### src/rtl/hvl_pkg.sv
// Shared widths for the host <-> DUT pin bridge: 12-bit words split 8 low / 4 high pins.
package hvl_pkg;
  localparam int WORD_W    = 12;
  localparam int PIN_LO_W  = 8;
  localparam int PIN_HI_W  = 4;
  localparam int DEPTH_DEF = 4;
endpackage

### src/rtl/hvl_word_fifo.sv
// Word FIFO, DEPTH entries; head is combinational from the read pointer (push-to-head latency 1).
// No internal protection: the caller only pushes when !full (or popping) and only pops when !empty.
module hvl_word_fifo #(
  parameter int DEPTH = 4,
  parameter int W     = 12,
  localparam int AW   = (DEPTH > 1) ? $clog2(DEPTH) : 1,
  localparam int LW   = AW + 1
) (
  input  logic          clk,
  input  logic          rst_n,
  input  logic          push,
  input  logic [W-1:0]  push_data,
  input  logic          pop,
  output logic          full,
  output logic          empty,
  output logic [LW-1:0] level,
  output logic [W-1:0]  head
);
  logic [W-1:0]  mem [DEPTH];
  logic [AW-1:0] wr_ptr;
  logic [AW-1:0] rd_ptr;

  assign full  = (level == LW'(DEPTH));
  assign empty = (level == '0);
  assign head  = mem[rd_ptr];

  // When full, wr_ptr == rd_ptr; a same-cycle pop reads the old head before the write lands.
  always_ff @(posedge clk) begin
    if (push) mem[wr_ptr] <= push_data;
  end

  always_ff @(posedge clk or negedge rst_n) begin
    if (!rst_n) begin
      wr_ptr <= '0;
      rd_ptr <= '0;
      level  <= '0;
    end else begin
      if (push) wr_ptr <= wr_ptr + 1'b1;
      if (pop)  rd_ptr <= rd_ptr + 1'b1;
      level <= level + LW'(push) - LW'(pop);
    end
  end
endmodule

### src/rtl/hvl_io_bridge.sv
// Host valid/ready streams <-> DUT pin words via two FIFOs; 1-cycle latency each way.
// s_ready drops when the input FIFO is full; strobes into a full output FIFO are dropped and flagged.
module hvl_io_bridge
  import hvl_pkg::*;
#(
  parameter int DEPTH  = DEPTH_DEF,
  parameter int WORD_W = hvl_pkg::WORD_W,
  localparam int LW    = ((DEPTH > 1) ? $clog2(DEPTH) : 1) + 1
) (
  input  logic              clk,
  input  logic              rst_n,
  input  logic [WORD_W-1:0] s_data,
  input  logic              s_valid,
  output logic              s_ready,
  output logic [WORD_W-1:0] pin_in,
  input  logic              pin_in_take,
  input  logic [WORD_W-1:0] pin_out,
  input  logic              pin_out_strobe,
  output logic [WORD_W-1:0] m_data,
  output logic              m_valid,
  input  logic              m_ready,
  output logic [LW-1:0]     in_level,
  output logic [LW-1:0]     out_level,
  output logic              err_underrun,
  output logic              err_overflow,
  input  logic              err_clear
);
  logic              in_full, in_empty, in_push, in_pop;
  logic              out_full, out_empty, out_push, out_pop;
  logic [WORD_W-1:0] in_head, out_head, out_word;
  logic              underrun_evt, overflow_evt;
  logic [PIN_LO_W-1:0] in_lo, out_lo;
  logic [PIN_HI_W-1:0] in_hi, out_hi;

  assign s_ready = !in_full;
  assign in_push = s_valid && s_ready;
  assign in_pop  = pin_in_take && !in_empty;
  assign underrun_evt = pin_in_take && in_empty;

  assign m_valid  = !out_empty;
  assign out_pop  = m_valid && m_ready;
  // A full output FIFO still accepts a strobe when the host drains a word the same cycle.
  assign out_push = pin_out_strobe && (!out_full || out_pop);
  assign overflow_evt = pin_out_strobe && out_full && !out_pop;

  // Pin mapping: low byte to ui_in / uo_out, high nibble to uio_in[3:0] / uio_out[7:4].
  assign in_lo    = in_head[PIN_LO_W-1:0];
  assign in_hi    = in_head[PIN_LO_W +: PIN_HI_W];
  assign pin_in   = in_empty ? '0 : {in_hi, in_lo};
  assign out_lo   = pin_out[PIN_LO_W-1:0];
  assign out_hi   = pin_out[PIN_LO_W +: PIN_HI_W];
  assign out_word = {out_hi, out_lo};
  assign m_data   = out_empty ? '0 : out_head;

  hvl_word_fifo #(.DEPTH(DEPTH), .W(WORD_W)) u_in_fifo (
    .clk(clk), .rst_n(rst_n),
    .push(in_push), .push_data(s_data), .pop(in_pop),
    .full(in_full), .empty(in_empty), .level(in_level), .head(in_head)
  );

  hvl_word_fifo #(.DEPTH(DEPTH), .W(WORD_W)) u_out_fifo (
    .clk(clk), .rst_n(rst_n),
    .push(out_push), .push_data(out_word), .pop(out_pop),
    .full(out_full), .empty(out_empty), .level(out_level), .head(out_head)
  );

  // Sticky flags; a same-cycle event beats err_clear.
  always_ff @(posedge clk or negedge rst_n) begin
    if (!rst_n) begin
      err_underrun <= 1'b0;
      err_overflow <= 1'b0;
    end else if (err_clear) begin
      err_underrun <= underrun_evt;
      err_overflow <= overflow_evt;
    end else begin
      err_underrun <= err_underrun | underrun_evt;
      err_overflow <= err_overflow | overflow_evt;
    end
  end
endmodule

### config.mk
export PLATFORM = sky130hd
export DESIGN_NAME = hvl_io_bridge
export DESIGN_NICKNAME = d
export VERILOG_FILES = /design/src/rtl/hvl_pkg.sv /design/src/rtl/hvl_word_fifo.sv /design/src/rtl/hvl_io_bridge.sv
export SDC_FILE = /design/constraint.sdc
export NUM_CORES = 1
export LEC_CHECK = 0
export ABC_AREA = 1
export CORE_AREA = 2 2 101 103
export DETAILED_ROUTE_END_ITERATION = 6
export DIE_AREA = 0 0 103 105
export PLACE_DENSITY_LB_ADDON = 0.08
export SETUP_SLACK_MARGIN = 0.2
export SKIP_CTS_REPAIR_TIMING = 1
export SYNTH_ARGS = -nofsm -noshare
export SYNTH_HDL_FRONTEND = slang
export SYNTH_SLANG_ARGS = --single-unit
### constraint.sdc
create_clock -name clk -period 2.1 [get_ports clk]
set_input_delay 0.315 -clock clk [delete_from_list [all_inputs] [get_ports clk]]
set_output_delay 0.315 -clock clk [all_outputs]
set_load 0.05 [all_outputs]
After elaboration in Yosys (flattened, before gate mapping)
Memory sizes are Yosys's and may differ from the RTL's. Index checks and enable logic that the tools add are counted.

Register bits: 16. Bits in writable memories: 96. Output and inout bits: 34. Word-level logic and storage cells: 45. Memories kept: 2.

Memories: u_in_fifo.mem (words 4, width 12, rd ports 1, clocked after memory_dff 0, wr ports 1, RTL line hvl_word_fifo.sv:19) `logic [W-1:0] mem [DEPTH];`; u_out_fifo.mem (words 4, width 12, rd ports 1, clocked after memory_dff 0, wr ports 1, RTL line hvl_word_fifo.sv:19).

$add $sub $neg: 8. Eq/ne operators: 2. Muxes and demuxes: 8. Bitwise gates (word level): 2. Reductions and logical operators: 15.

Operators with widths (count): $mux W12 (2); $add A2 B1 Y2 const B (4); $logic_and A1 B1 Y1 (7); $add A3 B1 Y3 (2); $eq A3 B3 Y1 const B (2); $logic_not A3 Y1 (2); $mux W1 (6); $sub A3 B1 Y3 (2); $logic_not A1 Y1 (5); $or A1 B1 Y1 (2); $logic_or A1 B1 Y1 (1).

Depth between registers and ports, before layout
Gate-level depths: netlist of the first run.

Depth after elaboration: 7. Depth in mapped cells: 10. Gate-level depth less buffers: 10.

Cells and area by module
Synthesis of the first run repeated with hierarchy kept, for this count alone.

Cell total of the unflattened synthesis: 539. Area total of the unflattened synthesis: 5277.6 um^2.

By module, submodules not included: hvl_word_fifo (times used 2, cells an instance 234, area each 2478.6 um^2); hvl_io_bridge (times used 1, cells an instance 71, area each 320.3 um^2).

Worst setup path before layout of the first run
No wires, ideal clock.

Path type: reg2reg. Start: reg u_in_fifo.level[1]. End: mem u_in_fifo.mem[0][0], enable pin. Setup time: 380 ps. Data arrival time: 2029 ps. Data required time: 1720 ps. Path slack: -309 ps. Cell stages (with the launch flop): 5. Path buffers: 0. Path through: dfrtp_1 > inv_1 > nand3_1 > nand2_2 > nor2_1.

Cells in the longest elaborated chain, start to end: 5.

Ends and longest elaborated chain: start, declared (RTL line hvl_word_fifo.sv:16) `output logic [LW-1:0] level,`; start signal, assigned (RTL line hvl_word_fifo.sv:40) `level <= level + LW'(push) - LW'(pop);`; $eq A3 B3 Y1 (RTL line hvl_word_fifo.sv:23) `assign full = (level == LW'(DEPTH));`; $logic_not A1 Y1 (RTL line hvl_io_bridge.sv:35) `assign s_ready = !in_full;`; via s_ready (RTL line hvl_io_bridge.sv:14) `output logic s_ready,`; $logic_and A1 B1 Y1 (RTL line hvl_io_bridge.sv:36) `assign in_push = s_valid && s_ready;`; $mux W1 (RTL line hvl_word_fifo.sv:29) `if (push) mem[wr_ptr] <= push_data;`; $mux W1 (not written as such) (RTL line hvl_word_fifo.sv:29); end, declared (RTL line hvl_word_fifo.sv:19).

The timed path passes the listed nets, and every way through them passes these cells.

Worst setup path in the final report of the first run
Start: reg u_out_fifo.rd_ptr[0]. End: out m_data[9].

Cells in the longest elaborated chain, start to end: 2.

Ends and longest elaborated chain: start, declared (RTL line hvl_word_fifo.sv:21) `logic [AW-1:0] rd_ptr;`; start signal, assigned (RTL line hvl_word_fifo.sv:39) `if (pop) rd_ptr <= rd_ptr + 1'b1;`; $mem_v2 Z4 W12; $mux W12 (RTL line hvl_io_bridge.sv:53) `assign m_data = out_empty ? '0 : out_head;`; end, declared (RTL line hvl_io_bridge.sv:19) `output logic [WORD_W-1:0] m_data,`.

Every way passes these cells.

==> results_dict.tcl, run 1 <==
set metrics [dict create \
    synth_warnings 0 \
    cts.sinks 112 \
    seq_area_frac_synth_pct 62.2 \
    synth_top_family_by_area "simple AND/OR/NAND/NOR gates" \
    synthMuxAreaShare_pct 0 \
    drtPass1Iterations 4 \
    grt_pass1_wl_mm 15.5 \
    syn-cell-area_sq_um 5280 \
    die_w_um 103 \
    pre_cts_ws_ps 23.5 \
    clockRootBuffer "clkbuf_8" \
    clock.fmax_ghz 0.508 \
    numCtsBuffers 9 \
    routed_wl_mm 10.2 \
    hold_viol 0 \
    hold_slack_ps 368 \
    cp-end-kind "output pin" \
    first_iter_violations 129 \
    gp_congestion 0.725 \
    vias 3457 \
    reg2reg_depth 10 \
    num_antenna_cells 0 \
    status "complete, no violations" \
    fin_crit_sh_pct 93.8 \
    area_growth_pct 37.4 \
    synth.area.top_cells "edfxtp_1 (55%), inv_1 (9.1%), dfrtp_1 (7.6%)" \
    peakVddDrop_v 0.00128 \
    hp-class "in2async" \
    syn_inst 498 \
    yosys.area_share.xor_xnor_pct 0.664 \
    yosysTopAreaCell "edfxtp_1" \
    nets 635 \
    ys_top_cells_by_count "inv_1 (128), nand2_1 (101), edfxtp_1 (96), nand3_1 (40), nand2_2 (23)" \
    clk_latency_ps 370 \
    avgSynthCellArea_sq_um 10.6 \
    setup_viol 0 \
    viasPerCell 4.76 \
    timing.rr.start "u_in_fifo.level[1]" \
    postSynth.asyncResetShare_pct 14.3 \
    ys_seq_elements 112 \
    cp.required_ps 1780 \
    grt-ovfl-total 0 \
    tns_ps 0 \
    die_area_sq_um 10800 \
    reg2reg_to "u_in_fifo.level[1]" \
    finalPower_mw 12.3 \
    drtAntennaViolNets 0 \
    cp_max_fo 8 \
    fill_cells 643 \
    rsz0062_at_grt "yes" \
    p_per_area_nw_per_um2 1690 \
    synth-edff-count 96 \
    slew_headroom_pct 50.6 \
    htreeDepth 3 \
    period_needed_ps 1970 \
    globalRouteTotalUtil_pct 18.8 \
    grt_max_degree 26 \
    synth_ff_type "edfxtp_1" \
    yosys.area_share.simple_pct 17.4 \
    crit_type "reg2out" \
    tightest_slew_ps 738 \
    synthAdderAreaFrac_pct 3.61 \
    start_util_pct 54.7 \
    ios 65 \
    yosysUniqueCellTypes 22 \
    port_buffers 64 \
    clock_path_buffers 2 \
    finalClockSkew_ps 16.2 \
    grt_pass1_vias 3395 \
    synth_top_area_share_pct 54.6 \
    fp-row-count 36 \
    coreArea_sq_um 9640 \
    synth-compound-area-share_pct 3.65 \
    cts.clk_slew.worst_paths_ps 110 \
    antenna_found_initial 0 \
    drive_gt1_share_pct 36.4 \
    cap_violations 0 \
    stdcell_area_sq_um 7250 \
    p_leak_nw 3.23 \
    route.detailed.wl_per_inst_um 14.0 \
    drc_errors 0 \
    synthMostInstantiatedCell "inv_1" \
    synth_nets 543 \
    setup_ws_ps 130 \
    r2r_setup_slack_ps 230 \
    die_y_um 105 \
    arrival_ps 1660 \
    dp_hpwl_mm 6.47 \
    startpoint_type "flop" \
    maxSlewViolCount 0 \
    cts_tree "done" \
    post_dp_cell_area_sq_um 6430 \
]
-- critical path, stage by stage, from the launching register on --
cell,delay (ps)
dfrtp_1,440
buf_12,190
buf_12,160
nand2_2,70
nand3_2,70
a21oi_2,180
buf_12,160
-- cell families (layout without fill, tap and decap cells) --
group	count (synthesis)	in the layout
XOR/XNOR	4	4
AO/OA/AOI/OAI	28	28
AND/OR/NAND/NOR	189	189
buffers and inverters	151	247
flip-flops	112	112
adder cells (fa/ha/maj)	14	14
-- flip-flops by register name (all words and copies together), names as in the netlist, 2 cells and up --
register,flops
u_out_fifo.mem,48
u_in_fifo.level,3
u_in_fifo.rd_ptr,2
u_out_fifo.wr_ptr,2
u_out_fifo.level,3
u_out_fifo.rd_ptr,2
u_in_fifo.mem,48
u_in_fifo.wr_ptr,2
-- cells in the final DEF (no fill, tap or decap), drive strengths merged --
cell,instances
bufinv,1
nand2,124
o21ai,4
nand4,1
clkbuf,9
fa,2
nand3,55
dlymetal6s2s,7
xor2,2
a21oi,24
buf,57
clkinvlp,1
ha,12
clkdlybuf4s50,33
nor2,9
xnor2,2
dfrtp,16
edfxtp,96
clkinv,4
inv,135
-- how the worst max path moves through the flow --
stage                    startpoint             endpoint  slack [ps]  depth (start not counted)
6_report       u_out_fifo.rd_ptr[0]            m_data[9]         130                          6
5_1_grt        u_out_fifo.rd_ptr[0]            m_data[9]          70                          6
4_1_cts         u_out_fifo.level[1]              m_valid         -20                          3
3_5_place_dp            pin_in_take   u_in_fifo.level[1]          20                          9
3_3_place_gp            pin_in_take   u_in_fifo.level[1]          50                          9
2_1_floorplan   u_out_fifo.level[1]  u_out_fifo.level[1]          60                         10
-- power by group --
part	switching, mW	leakage [nW]	internal [mW]	total [mW]
Clock	0.709	0.0993	0.565	1.27
Sequential	0.239	1.07	2.96	3.20
Combinational	4.55	2.07	3.24	7.78
-- per-stage QoR --
stage / utilization (%) / cells
2_1_floorplan: - / 498
3_3_place_gp: 66.7 / 694
3_5_place_dp: 66.7 / 694
4_1_cts: 68.8 / 709
5_1_grt: 75.2 / 727
6_report: 75.2 / 727
-- area by class of cell --
type	count	area (sq um)	share of cell area, %
Clock buffer	9	124	1.71
Clock inverter	6	77.6	1.07
Inverter	133	533	7.36
Multi-Input combinational cell	235	1810	24.9
Sequential cell	112	3290	45.4
Tap cell	133	166	2.30
Timing Repair Buffer	97	1210	16.8
Timing Repair inverter	2	31.3	0.432
-- routing by layer --
layer / part of all wire, % / track usage (%) / wire length [um]
met2: 55 / 34.7 / 5650
met1: 40 / 21.0 / 4040
met3: 3.1 / 4.08 / 311
met5: 0 / 0 / 0
met4: 1.8 / 6.30 / 186
(Power assumes the default switching activity.)
==> run 2: changes to the inputs <==
- SETUP_SLACK_MARGIN: 0.2 -> 0.3
==> run 2 against run 1 <==
Net effect: clock power increased by 6%; power decreased by 1.5%; clock skew decreased by 1.8 ps; fmax increased by 2.7%; count of clock-buffer cells in the layout unchanged; worst hold slack got worse by 97 ps; sequential share of layout area increased by 0.99 points; die area unchanged; core utilization decreased by 1.6 points; sequential power about the same; critical path type unchanged.
==> results_dict.tcl, run 2 (synthesis gave the netlist of run 1 again) <==
set metrics [dict create \
    globalRouteTotalUtil_pct 18.6 \
    die_y_um 105 \
    reg_top3 "u_in_fifo.mem x48, u_out_fifo.mem x48" \
    rsz0062_at_grt "yes" \
    first_iter_violations 116 \
    coreArea_sq_um 9640 \
    layout_common_cells "inv_1 (120), edfxtp_1 (96), nand2_1 (89)" \
    crit_type "reg2out" \
    clk_latency_ps 350 \
    reg2reg_depth 10 \
    fin_crit_sh_pct 91.3 \
    finalClockSkew_ps 14.4 \
    cts.sinks 112 \
    clock_path_buffers 2 \
    cp_max_fo 5 \
    p_leak_nw 3.20 \
    fp-row-count 36 \
    nets 628 \
    layout.cells.non_filler 720 \
    cp.required_ps 1780 \
    cap_violations 0 \
    drtAntennaViolNets 0 \
    fill_cells 674 \
    drive_gt1_share_pct 31.7 \
    start_util_pct 54.7 \
    tightest_slew_ps 514 \
    slew_headroom_pct 65.7 \
    hold_viol 0 \
    grt-ovfl-total 0 \
    clock.fmax_ghz 0.521 \
    ios 65 \
    viasPerCell 4.76 \
    antenna_found_initial 0 \
    clockRootBuffer "clkbuf_8" \
    cts.clk_slew.worst_paths_ps 110 \
    gp_congestion 0.777 \
    hp-class "in2async" \
    maxSlewViolCount 0 \
    drtPass1Iterations 6 \
    r2r_setup_slack_ps 190 \
    routed_wl_mm 10.2 \
    status "complete, no violations" \
    pre_cts_ws_ps 8.69 \
    startpoint_type "flop" \
    num_antenna_cells 0 \
    die_area_sq_um 10800 \
    timing.rr.start "u_in_fifo.level[1]" \
    dp_hpwl_mm 6.52 \
    htreeDepth 3 \
    cts_tree "done" \
    grt_pass1_wl_mm 15.4 \
    final_common_cell "inv_1" \
    grt_max_degree 27 \
    p_per_area_nw_per_um2 1700 \
    route.detailed.wl_per_inst_um 14.2 \
    arrival_ps 1600 \
    peakVddDrop_v 0.00123 \
    area_growth_pct 34.4 \
    port_buffers 64 \
    grt_pass1_vias 3267 \
    die_w_um 103 \
    period_needed_ps 1920 \
    seqCellArea_sq_um 3290 \
    setup_ws_ps 182 \
    setup_viol 0 \
    numCtsBuffers 9 \
    multiInputGateArea_sq_um 1700 \
    drc_errors 0 \
    dp.cells 694 \
    reg2reg_to "u_in_fifo.level[1]" \
    vias 3424 \
    cp-end-kind "output pin" \
]
-- run 2: how the worst max path moves through the flow --
stage,from,to,slack [ps]
after floorplan,u_out_fifo.level[1],u_out_fifo.level[1],60
after global placement,pin_in_take,u_in_fifo.level[1],60
after detailed placement,pin_in_take,u_in_fifo.level[1],9
after CTS,u_out_fifo.level[1],m_data[11],-10
after global routing,u_out_fifo.rd_ptr[0],m_data[3],100
final,u_out_fifo.rd_ptr[0],m_data[3],180
-- run 2: area by class of cell --
class                           count  area share [%]
Clock inverter                      6            1.29
Inverter                          133            7.52
Timing Repair inverter              1           0.229
Tap cell                          133            2.35
Sequential cell                   112            46.4
Timing Repair Buffer               91            16.5
Clock buffer                        9            1.75
Multi-Input combinational cell    235            23.9
-- run 2: critical path: stages, from the launching register on --
cell and delay, ps:
dfrtp_1 430, buf_12 170, clkbuf_16 160, nand2_2 70
nand3_2 90, a21oi_4 170, buf_12 150
-- run 2: metrics by stage --
| stage | power, mW | TNS (ps) | utilization, % | instance area, sq um | hold slack, ps |
|---|---|---|---|---|---|
| 3_3_place_gp | 10.0 | 0 | 67.3 | 6490 | 513 |
| 3_5_place_dp | 10.2 | 0 | 67.3 | 6490 | 531 |
| 6_report | 12.1 | 0 | 73.6 | 7090 | 271 |
| 5_1_grt | 12.7 | 0 | 73.6 | 7090 | 293 |
| 4_1_cts | 11.5 | -19.7 | 69.5 | 6700 | 265 |
| 2_1_floorplan | 7.60 | 0 | - | 5470 | 19.4 |
-- run 2: metal layers --
| layer | vias to the layer above | part of all wire [%] | GRT usage [%] |
|---|---|---|---|
| met4 | 0 | 1.1 | 5.83 |
| met1 | 1633 | 40 | 22.6 |
| li1 | 1718 | - | - |
| met2 | 61 | 55 | 33.4 |
| met3 | 12 | 3.1 | 3.14 |
| met5 | - | 0 | 0 |
-- run 2: power breakdown --
| part | switching [mW] | internal, mW | total [mW] |
|---|---|---|---|
| sequential | 0.228 | 2.96 | 3.19 |
| clock | 0.677 | 0.675 | 1.35 |
| combinational | 4.43 | 3.11 | 7.54 |
| total | 5.34 | 6.74 | 12.1 |
==> RTL change 1, RTL diff (settings of run 1) <==
Register the output `out_level`, with the module's reset; this adds one clock of latency there. The other outputs are not delayed to match.
--- a/src/rtl/hvl_io_bridge.sv
+++ b/src/rtl/hvl_io_bridge.sv
@@ -25,6 +25,8 @@
   output logic              err_overflow,
   input  logic              err_clear
 );
+
+  logic [LW-1:0] out_level_d;
   logic              in_full, in_empty, in_push, in_pop;
   logic              out_full, out_empty, out_push, out_pop;
   logic [WORD_W-1:0] in_head, out_head, out_word;
@@ -61,7 +63,7 @@
   hvl_word_fifo #(.DEPTH(DEPTH), .W(WORD_W)) u_out_fifo (
     .clk(clk), .rst_n(rst_n),
     .push(out_push), .push_data(out_word), .pop(out_pop),
-    .full(out_full), .empty(out_empty), .level(out_level), .head(out_head)
+    .full(out_full), .empty(out_empty), .level(out_level_d), .head(out_head)
   );
 
   // Sticky flags; a same-cycle event beats err_clear.
@@ -77,5 +79,13 @@
       err_overflow <= err_overflow | overflow_evt;
     end
   end
+  always_ff @(posedge clk or negedge rst_n) begin
+    if (!rst_n) begin
+      out_level <= '0;
+    end else begin
+      out_level <= out_level_d;
+    end
+  end
+
 endmodule
 
Behaviour: not the same (a bounded check fails within 4 cycles, from zero or initial values and one cycle with rst_n low).
==> RTL change 1 against run 1 <==
The run now ends with setup timing left; wire length rose by 13%; highest routed layer unchanged; sequential power rose by 4%; setup slack got worse by 0.18 ns; combinational power rose by 4.5%; die area did not move; largest power group unchanged; via count rose by 5.6%; first-iteration DRC count rose by 68%; register-to-register slack got worse by 0.06 ns; total power rose by 16%; sequential cell count rose by 3; area after synthesis rose by 1.4%; utilization rose by 5.7 points; non-clock buffer count rose by 2; final area rose by 7.6%.
==> RTL change 1: results (changes against run 1) <==
top fanout value on the critical path: 9 (+1)
largest net degree at the start of global routing: 27 (+3.8%)
EDFF count, synth: 96 (unchanged)
R2R Setup Slk: 0.17 ns (-0.06 ns)
maximum VDD drop: 1.080 mV (-15%)
syn_nets: 546 (+0.55%)
initial drt markers: 217 (+68%)
Placement Setup Slack: 0.01350 ns (-0.01004 ns)
global-route wire length before repair: 16420 µm (+5.8%)
top post-synthesis cells by area: edfxtp_1, inv_1, dfrtp_1
cts bufs inserted: 17 (+8)
Lkg Pwr: 3.495 nW (+8.1%)
Slew HR: 0.6578 (+0.1513)
Nets: 647 (+1.9%)
number of global-route vias before repair: 3554 (+4.7%)
via count: 3652 (+5.6%)
Final Setup Violations: 2 (+2)
worst path arrival time: 1.83 ns (+0.17 ns)
Filler cells: 535 (-17%)
htree depth: 4 (+1)
clock skew: 0.008546 ns (-0.007612 ns)
Worst setup endpoint: m_data[10]
sequential share of the synthesized area: 0.6277 (+0.005299)
r2r startpoint: u_out_fifo.level[1]
Hold WS: 0.1413 ns (-0.2267 ns)
failing checks: setup timing
layout cells sized above 1: 0.3642 (+0.0005913)
slowest cell on the critical path: dfrtp_2
Async S/R FF share, synth: 0.1652 (+0.02236)
Setup WS post-layout: -0.04838 ns (-0.1783 ns)
dpl cells: 695 (+0.14%)
reg-to-reg critical path endpoint: u_out_fifo.level[1]
synthesized instance count: 501 (+0.60%)
DR vias/cell: 4.882 (+2.7%)
status: finished, violations left
placed cell areas: 6461 µm² (+0.55%)
total negative setup slack: -0.05293 ns (-0.05293 ns)
clock-pin slew on the worst setup and hold paths: 0.06 ns (-0.05 ns)
GP Congestion: 0.7425 (+2.4%)
Routed Wire Length: 11490 µm (+13%)
[RTL change 1: changes by cell type in the layout (fill, tap and decap cells not counted), moves of 5 or more]
cell	run 1	this run
clkbuf_8	9	1
clkbuf_16	0	17
a21oi_4	12	23
nand3_1	16	22
nand3_2	35	27
a21oi_2	12	1
clkinv_2	2	7
[RTL change 1: area by class of cell]
cell class	count	area share
well taps	133	0.02134
repair inverters	1	0.001444
clock buffers	19	0.05407
repair buffers	99	0.1625
inverters	133	0.07107
multi-input cells	235	0.2368
flip-flops and latches	115	0.4316
clock inverters	13	0.02118
[RTL change 1: cells by family (layout without fill, tap and decap cells)]
group	after synthesis	count (layout)	synth area share
flops	115	115	0.6277
xor+xnor	4	4	0.006549
buf+inv	151	265	0.1230
simple gates	189	189	0.1712
fa+ha+maj	14	14	0.03555
compound gates	28	28	0.03602
[RTL change 1: power breakdown]
| group | leakage, nW | total [W] | internal (W) | switching [W] |
|---|---|---|---|---|
| registers | 1.10 | 0.00332 | 0.00306 | 0.000261 |
| logic | 2.10 | 0.00813 | 0.00342 | 0.00471 |
| clock network | 0.292 | 0.00282 | 0.00190 | 0.000925 |
[RTL change 1: stage by stage]
| step | power, W | util |
|---|---|---|
| 2_1_floorplan | 0.007473 | - |
| 3_3_place_gp | 0.009865 | 0.6703 |
| 3_5_place_dp | 0.009988 | 0.6703 |
| 4_1_cts | 0.01287 | 0.7312 |
| 5_1_grt | 0.01495 | 0.8091 |
| 6_report | 0.01428 | 0.8091 |
[RTL change 1: layer usage]
| layer | vias to the layer above | share of wire | global-route usage |
|---|---|---|---|
| met5 | - | 0 | 0 |
| met2 | 109 | 0.54 | 0.3548 |
| met4 | 0 | 0.030 | 0.09398 |
| met1 | 1746 | 0.39 | 0.2296 |
| li1 | 1766 | - | - |
| met3 | 31 | 0.043 | 0.05619 |
==> RTL change 2, RTL diff (config.mk and constraints of run 1) <==
Made on the original files. Make the reset (`rst_n`) synchronous in 2 clocked blocks.
--- a/src/rtl/hvl_word_fifo.sv
+++ b/src/rtl/hvl_word_fifo.sv
@@ -29,7 +29,7 @@
     if (push) mem[wr_ptr] <= push_data;
   end
 
-  always_ff @(posedge clk or negedge rst_n) begin
+  always_ff @(posedge clk) begin
     if (!rst_n) begin
       wr_ptr <= '0;
       rd_ptr <= '0;
--- a/src/rtl/hvl_io_bridge.sv
+++ b/src/rtl/hvl_io_bridge.sv
@@ -65,7 +65,7 @@
   );
 
   // Sticky flags; a same-cycle event beats err_clear.
-  always_ff @(posedge clk or negedge rst_n) begin
+  always_ff @(posedge clk) begin
     if (!rst_n) begin
       err_underrun <= 1'b0;
       err_overflow <= 1'b0;
Check against the original RTL: differs if rst_n is asserted again (counterexample within 4 cycles, from zero or initial values and one cycle with rst_n low); with rst_n held inactive, the same outputs for 10 cycles.
==> RTL change 2 against run 1 <==
Highest routed layer unchanged; via count down 1.3%; utilization decreased by 1.4 points; first-iteration DRC count rose by 3.9%; wire length is 0.42% lower; final area fell by 1.9%; clock power increased by 100%; the flow now finishes with violations (setup timing); total power is 14% lower; area after synthesis shrank 8.7%; die area is the same; sequential cell count rose by 4; setup slack lost 0.15 ns; largest cell class unchanged.
==> RTL change 2: results (changes against run 1) <==
PD cells: 1487 nW/µm² (-12%)
hold crit path type: input pin to register
reg-to-reg critical path endpoint: u_in_fifo.level[1]
maximum VDD drop: 0.8245 mV (-35%)
Slew HR: 0.6549 (+0.1484)
GP Congestion: 0.7457 (+2.9%)
number of global-route vias before repair: 3259 (-4.0%)
Worst setup endpoint: m_data[6]
R2R Setup Slk: 0.27 ns (+0.04 ns)
Filler cells: 663 (+3.1%)
top post-synthesis cells by area: edfxtp_1, nor2_1, dfxtp_1
total negative setup slack: -0.03856 ns (-0.03856 ns)
proportion of power drawn by the clock network: 0.240 (+0.136)
Cell Int Power: 0.006390 W (-5.5%)
Reg power frac: 0.286 (+0.025)
clock skew: 0.006887 ns (-0.009271 ns)
cts bufs inserted: 17 (+8)
syn_nets: 480 (-12%)
final std cells w/o fill: 685 (-5.8%)
sequential share of the synthesized area: 0.6816 (+0.05917)
Placement Setup Slack: 0.01914 ns (-0.004399 ns)
Final Setup Violations: 3 (+3)
top fanout value on the critical path: 6 (-2)
Setup WS post-layout: -0.01678 ns (-0.1467 ns)
largest net degree at the start of global routing: 25 (-3.8%)
worst skew pair latency: 0.51 ns (+0.14 ns)
DR vias/cell: 4.982 (+4.8%)
initial drt markers: 134 (+3.9%)
XOR/XNOR share of the synthesized area: 0.001818 (-0.004823)
failing checks: setup timing
dpl cells: 638 (-8.1%)
Lkg Pwr: 2.739 nW (-15%)
Async S/R FF share, synth: 0 (-0.1429)
adder-cell share of the synthesized area: 0.03948 (+0.003427)
placed cell areas: 6052 µm² (-5.8%)
r2r startpoint: u_in_fifo.level[0]
worst path arrival time: 1.80 ns (+0.14 ns)
Post-Syn Area per Cell: 11.07 µm² (+4.5%)
status: finished, violations left
## RTL change 2: metal layers
| layer | share of wire | vias up | track usage |
|---|---|---|---|
| met5 | 0 | - | 0 |
| met4 | 0.016 | 0 | 0.07613 |
| met3 | 0.043 | 15 | 0.04482 |
| met2 | 0.54 | 90 | 0.3270 |
| met1 | 0.40 | 1634 | 0.2315 |
| li1 | - | 1674 | - |
## RTL change 2: cell type report
class	instances	area, µm²	share of cell area
clock inverter	15	126.4	0.01778
timing repair inverter	1	7.507	0.001056
multi-input combinational	261	1640	0.2308
clock buffer	17	414.1	0.05827
timing repair buffer	101	1261	0.1775
inverter	41	175.2	0.02465
tap	133	166.4	0.02342
sequential	116	3316	0.4665
## RTL change 2: worst register-to-register path: cells and delay by family, from the launching register on
family,cells,cell delay (ns)
flops,1,0.35
simple gates,4,0.33
fa+ha+maj,3,0.88
buf+inv,3,0.15
